$ cat src/rtl/minc_trace.sv
// rtl/minc_trace.sv - execution-trace capture buffer with halt/timeout stop and show-ahead readout
// Optional: define MINC_TRACE_WRAP_EN for a circular buffer (keeps the last DEPTH samples).
module minc_trace #(
  parameter int W           = 8,
  parameter int DEPTH       = 16,
  parameter int TIMEOUT     = 256,
  parameter int HALT_CYCLES = 4
) (
  input  logic                     CLK,
  input  logic                     nRESET,
  input  logic [W-1:0]             pc_in,
  input  logic [W-1:0]             top_in,
  input  logic [W-1:0]             sp_in,
  input  logic                     arm,
  input  logic                     rd_en,
  output logic [3*W-1:0]           rd_data,
  output logic                     rd_valid,
  output logic [$clog2(DEPTH):0]   count,
  output logic [1:0]               state,
  output logic                     halted,
  output logic                     timeout,
  output logic                     overflow
);
  localparam int AW = $clog2(DEPTH);
  localparam int CW = (TIMEOUT > 1) ? $clog2(TIMEOUT) : 1;
  localparam int SW = $clog2(HALT_CYCLES + 1);

  typedef enum logic [1:0] {IDLE = 2'd0, CAPTURE = 2'd1, DONE = 2'd2} state_e;

  state_e          state_q, state_d;
  logic [AW-1:0]   wr_ptr_q, wr_ptr_d, rd_ptr_q, rd_ptr_d;
  logic [AW:0]     count_q, count_d;
  logic [CW-1:0]   cyc_q, cyc_d;
  logic [SW-1:0]   sc_q, sc_d;
  logic [W-1:0]    prev_pc_q, prev_pc_d;
  logic            halted_q, halted_d, timeout_q, timeout_d, overflow_q, overflow_d;
  logic            we;
  logic [3*W-1:0]  mem [DEPTH];

  always_ff @(posedge CLK or negedge nRESET) begin
    if (!nRESET) begin
      state_q    <= IDLE;
      wr_ptr_q   <= '0;
      rd_ptr_q   <= '0;
      count_q    <= '0;
      cyc_q      <= '0;
      sc_q       <= '0;
      prev_pc_q  <= '0;
      halted_q   <= 1'b0;
      timeout_q  <= 1'b0;
      overflow_q <= 1'b0;
    end else begin
      state_q    <= state_d;
      wr_ptr_q   <= wr_ptr_d;
      rd_ptr_q   <= rd_ptr_d;
      count_q    <= count_d;
      cyc_q      <= cyc_d;
      sc_q       <= sc_d;
      prev_pc_q  <= prev_pc_d;
      halted_q   <= halted_d;
      timeout_q  <= timeout_d;
      overflow_q <= overflow_d;
    end
  end

  // Trace RAM is deliberately not reset.
  always_ff @(posedge CLK) begin
    if (we) mem[wr_ptr_q] <= {pc_in, top_in, sp_in};
  end

  always_comb begin
    state_d    = state_q;
    wr_ptr_d   = wr_ptr_q;
    rd_ptr_d   = rd_ptr_q;
    count_d    = count_q;
    cyc_d      = cyc_q;
    sc_d       = sc_q;
    prev_pc_d  = prev_pc_q;
    halted_d   = halted_q;
    timeout_d  = timeout_q;
    overflow_d = overflow_q;
    we         = 1'b0;
    case (state_q)
      IDLE, DONE: begin
        if (arm) begin
          state_d    = CAPTURE;
          wr_ptr_d   = '0;
          rd_ptr_d   = '0;
          count_d    = '0;
          cyc_d      = '0;
          sc_d       = '0;
          halted_d   = 1'b0;
          timeout_d  = 1'b0;
          overflow_d = 1'b0;
        end else if (state_q == DONE && rd_en && count_q != '0) begin
          rd_ptr_d = rd_ptr_q + AW'(1);
          count_d  = count_q - (AW+1)'(1);
        end
      end
      CAPTURE: begin
        // The first capture cycle has no previous PC to compare against.
        sc_d      = (cyc_q != '0 && pc_in == prev_pc_q) ? sc_q + SW'(1) : '0;
        prev_pc_d = pc_in;
        cyc_d     = cyc_q + CW'(1);
        if (count_q == (AW+1)'(DEPTH)) begin
          overflow_d = 1'b1;
`ifdef MINC_TRACE_WRAP_EN
          we       = 1'b1;
          wr_ptr_d = wr_ptr_q + AW'(1);
          rd_ptr_d = rd_ptr_q + AW'(1);
`else
          we       = 1'b0;
`endif
        end else begin
          we       = 1'b1;
          wr_ptr_d = wr_ptr_q + AW'(1);
          count_d  = count_q + (AW+1)'(1);
        end
        if (sc_d == SW'(HALT_CYCLES)) halted_d = 1'b1;
        if (cyc_q == CW'(TIMEOUT - 1)) timeout_d = 1'b1;
        if (sc_d == SW'(HALT_CYCLES) || cyc_q == CW'(TIMEOUT - 1)) state_d = DONE;
      end
      default: state_d = IDLE;
    endcase
  end

  assign rd_valid = (state_q == DONE) && (count_q != '0);
  assign rd_data  = rd_valid ? mem[rd_ptr_q] : '0;
  assign count    = count_q;
  assign state    = state_q;
  assign halted   = halted_q;
  assign timeout  = timeout_q;
  assign overflow = overflow_q;
endmodule

$ cat config.mk
export PLATFORM = sky130hd
export DESIGN_NAME = minc_trace
export DESIGN_NICKNAME = d
export VERILOG_FILES = /design/src/rtl/minc_trace.sv
export SDC_FILE = /design/constraint.sdc
export NUM_CORES = 1
export LEC_CHECK = 0
export ABC_AREA = 1
export ABC_CLOCK_PERIOD_IN_PS = 7450
export CORE_ASPECT_RATIO = 0.9
export CORE_UTILIZATION = 60
export DETAILED_ROUTE_END_ITERATION = 6
export PLACE_DENSITY = 0.86
export SLEW_MARGIN = 10
export SYNTH_ARGS = -nofsm -noshare
export SYNTH_HDL_FRONTEND = slang
export SYNTH_SLANG_ARGS = --single-unit
$ cat constraint.sdc
create_clock -name CLK -period 7.45 [get_ports CLK]
set_input_delay 1.1175 -clock CLK [delete_from_list [all_inputs] [get_ports CLK]]
set_output_delay 1.1175 -clock CLK [all_outputs]
set_load 0.05 [all_outputs]
==> results.toml <==
[clocking]
cts_max_path_buffers = 3
cts_setup_buffers = 0
cts_tree = "built"
hold_buffers = 0
cts_max_level = 2
cts.sinks = 421
cts_resized = 0
clk_latency_ns = 0.52
cts-root-buf = "clkbuf_16"
cts_buffers = 40
cts.clk_slew.worst_paths_ns = 0.06

[worst_setup_path]
worstSetupStartpointType = "flop"
cp_data_arrival_time_ns = 4.58
cp.required_ns = 6.33
path_max_fanout = 99
worst-setup-path-type = "reg2out"
end_kind = "primary output"

[final_layout]
finalNetCount = 1586
multiInputGateArea_sq_um = 4400
mostFrequentLayoutCells = "384 x edfxtp_1, 355 x nand2_1, 205 x nor2_1"
drive_above_1_share_pct = 6.22
fin_util_pct = 68.9
n_fill_cell = 1824
seq_area_sq_um = 12500
antenna_cells = 0
layout_commonest_cell = "edfxtp_1"
syn2layout_area_growth_pct = 11.9

[power_and_ir_drop]
powerDensity_nw_per_um2 = 358
peakVddDrop_mv = 0.272
p_leak_nw = 7.06

[sta]
setup_viol = 0
relSlewSlack_pct = 21.8
min_period_over_period_pct = 76.5
post-route-min-period_ns = 5.70
timing.final.ws_setup_ns = 1.75
timing.fmax_ghz = 0.175
finClkSkew_ns = 0.00769
fin_tns_setup_ns = 0
report.final.slew_viol_count = 0
tightest_slew_ns = 1.17
hold_viol = 0
whs_ns = 0.487
rsz0062_at_grt = "false"

[routing]
vias_per_cell = 6.07
drt-wirelength-per-cell_um = 21.2
wl_mm = 41.1
drtIter0Drc = 1398
dr.pass1.iters = 7
ant_nets = 0
num_vias = 11700
drc = 0

[floorplanning]
start_util_pct = 61.6
io_pins = 63
num_rows = 58
die_h_um = 164
fp.dieW_um = 181
core_area_sq_um = 28200
die-area_sq_um = 29700

[status]
status = "complete, no violations"

[global_route]
globalRouteOverflowTotal = 0
grtUsageTotal_pct = 28.1
antenna_found_initial = 0
grt_pass1_vias = 11500
grt_max_degree = 115
grt_pass1_wl_mm = 62.6

[synthesis]
synth-seq-cells = 421
yosys_most_used_dff = "edfxtp_1"
yosys_warnings = 0
synth_edf_count = 384
avgSynthCellArea_sq_um = 11.6
synth_nets = 1543
async_flop_share_pct = 8.79
syn_area_sq_um = 17400
seq_area_frac_synth_pct = 71.6
synthCells = 1504
ys_types = 27

[place]
hpwl_mm = 21.5
gp_congestion = 0.807
dp_slack_ns = 2.47
io_buffers = 62

[job]
maxCapViolations = 0

[worst_hold_path]
hp-class = "reg2reg"
==> worst paths after layout <==
check | slack (ns) | cells past startpoint | endpoint | from
min | 0.49 | 2 | halted$_DFFE_PN0P_ | halted$_DFFE_PN0P_
min in group asynchronous | 0.71 | 1 | halted$_DFFE_PN0P_ | nRESET
max reg2reg | 4.20 | 7 | mem[5][7]$_DFFE_PP_ | state[0]$_DFFE_PN0P_
max | 1.75 | 9 | rd_data[16] | rd_ptr_q[0]$_DFFE_PN0P_
max in group asynchronous | 6.10 | 1 | rd_ptr_q[0]$_DFFE_PN0P_ | nRESET
min reg2reg | 0.49 | 2 | halted$_DFFE_PN0P_ | halted$_DFFE_PN0P_
==> sequential cells by signal, indices dropped and copies added (netlist names) <==
signal,cells
mem,384
cyc_q,8
prev_pc_q,8
count,5
rd_ptr_q,4
wr_ptr_q,4
sc_q,3
state,2
halted,1
overflow,1
timeout,1
==> per-stage QoR <==
step	total power, W	area (sq um)	instances
2_1_floorplan	0.00449	17400	1504
3_3_place_gp	0.00494	18300	1865
3_5_place_dp	0.00505	18300	1865
4_1_cts	0.00695	19500	1935
5_1_grt	0.00727	19500	1935
6_report	0.00697	19500	1935
==> per-layer routing <==
layer | share of wire [%] | GRT usage, % | wire (um) | vias to the layer above
met5 | 0 | 0 | 0 | -
met2 | 48 | 47.0 | 19700 | 719
met3 | 11 | 4.44 | 4330 | 134
met1 | 38 | 36.5 | 15600 | 5587
li1 | - | - | - | 5297
met4 | 3.8 | 13.1 | 1540 | 0
==> cell type report <==
class                   instances  area share (%)
well taps                     360            2.31
repair buffers                 81            3.90
multi-input cells             955            22.6
clock inverters                10           0.508
flip-flops and latches        421            64.0
clock buffers                  60            5.69
inverters                      48           0.939
==> power breakdown <==
part | internal [W] | switching, W | total, W
sequential | 0.00301 | 0.000209 | 0.00322
combinational | 0.000504 | 0.00133 | 0.00184
clock | 0.00110 | 0.000820 | 0.00192
total | 0.00461 | 0.00236 | 0.00697
==> critical path, stage by stage, from the launching register on <==
cell             delay (ns)
dfrtp_4                0.78
inv_4                  0.89
buf_4                  0.51
nor2_1                 0.10
nor2_1                 0.11
o21ai_0                0.13
nand3_1                0.15
nand3b_1               0.10
a21oi_1                0.32
clkdlybuf4s50_1        0.89
==> synth_stat cells (2+ instances only) <==
master	count	area (sq um)
o21ai_0	122	611
nor2_1	222	833
buf_2	32	160
xnor2_1	5	43.8
nor2_2	2	12.5
o21ai_1	5	25.0
nand3_1	132	661
a21oi_1	36	180
buf_4	6	45.0
inv_1	44	165
nand2_1	355	1330
clkbuf_1	33	124
ha_1	11	138
buf_6	8	90.1
inv_2	3	11.3
o211ai_1	29	218
dfrtp_1	37	926
xor2_1	8	70.1
edfxtp_1	384	11500
nand3b_1	19	143
nand4_1	3	18.8
nor3_1	2	10.0
nand3_2	2	20.0
==> logic make-up after synthesis <==
family	Yosys count	synth area share, %
AOI/OAI and AO/OA	193	5.98
xor gates and xnor gates	13	0.655
adders and majority gates	11	0.791
buffers and inverters	128	3.48
DFF	421	71.6
and+or+nand+nor	738	17.5
Note: power is estimated with default switching activity, not from simulation.
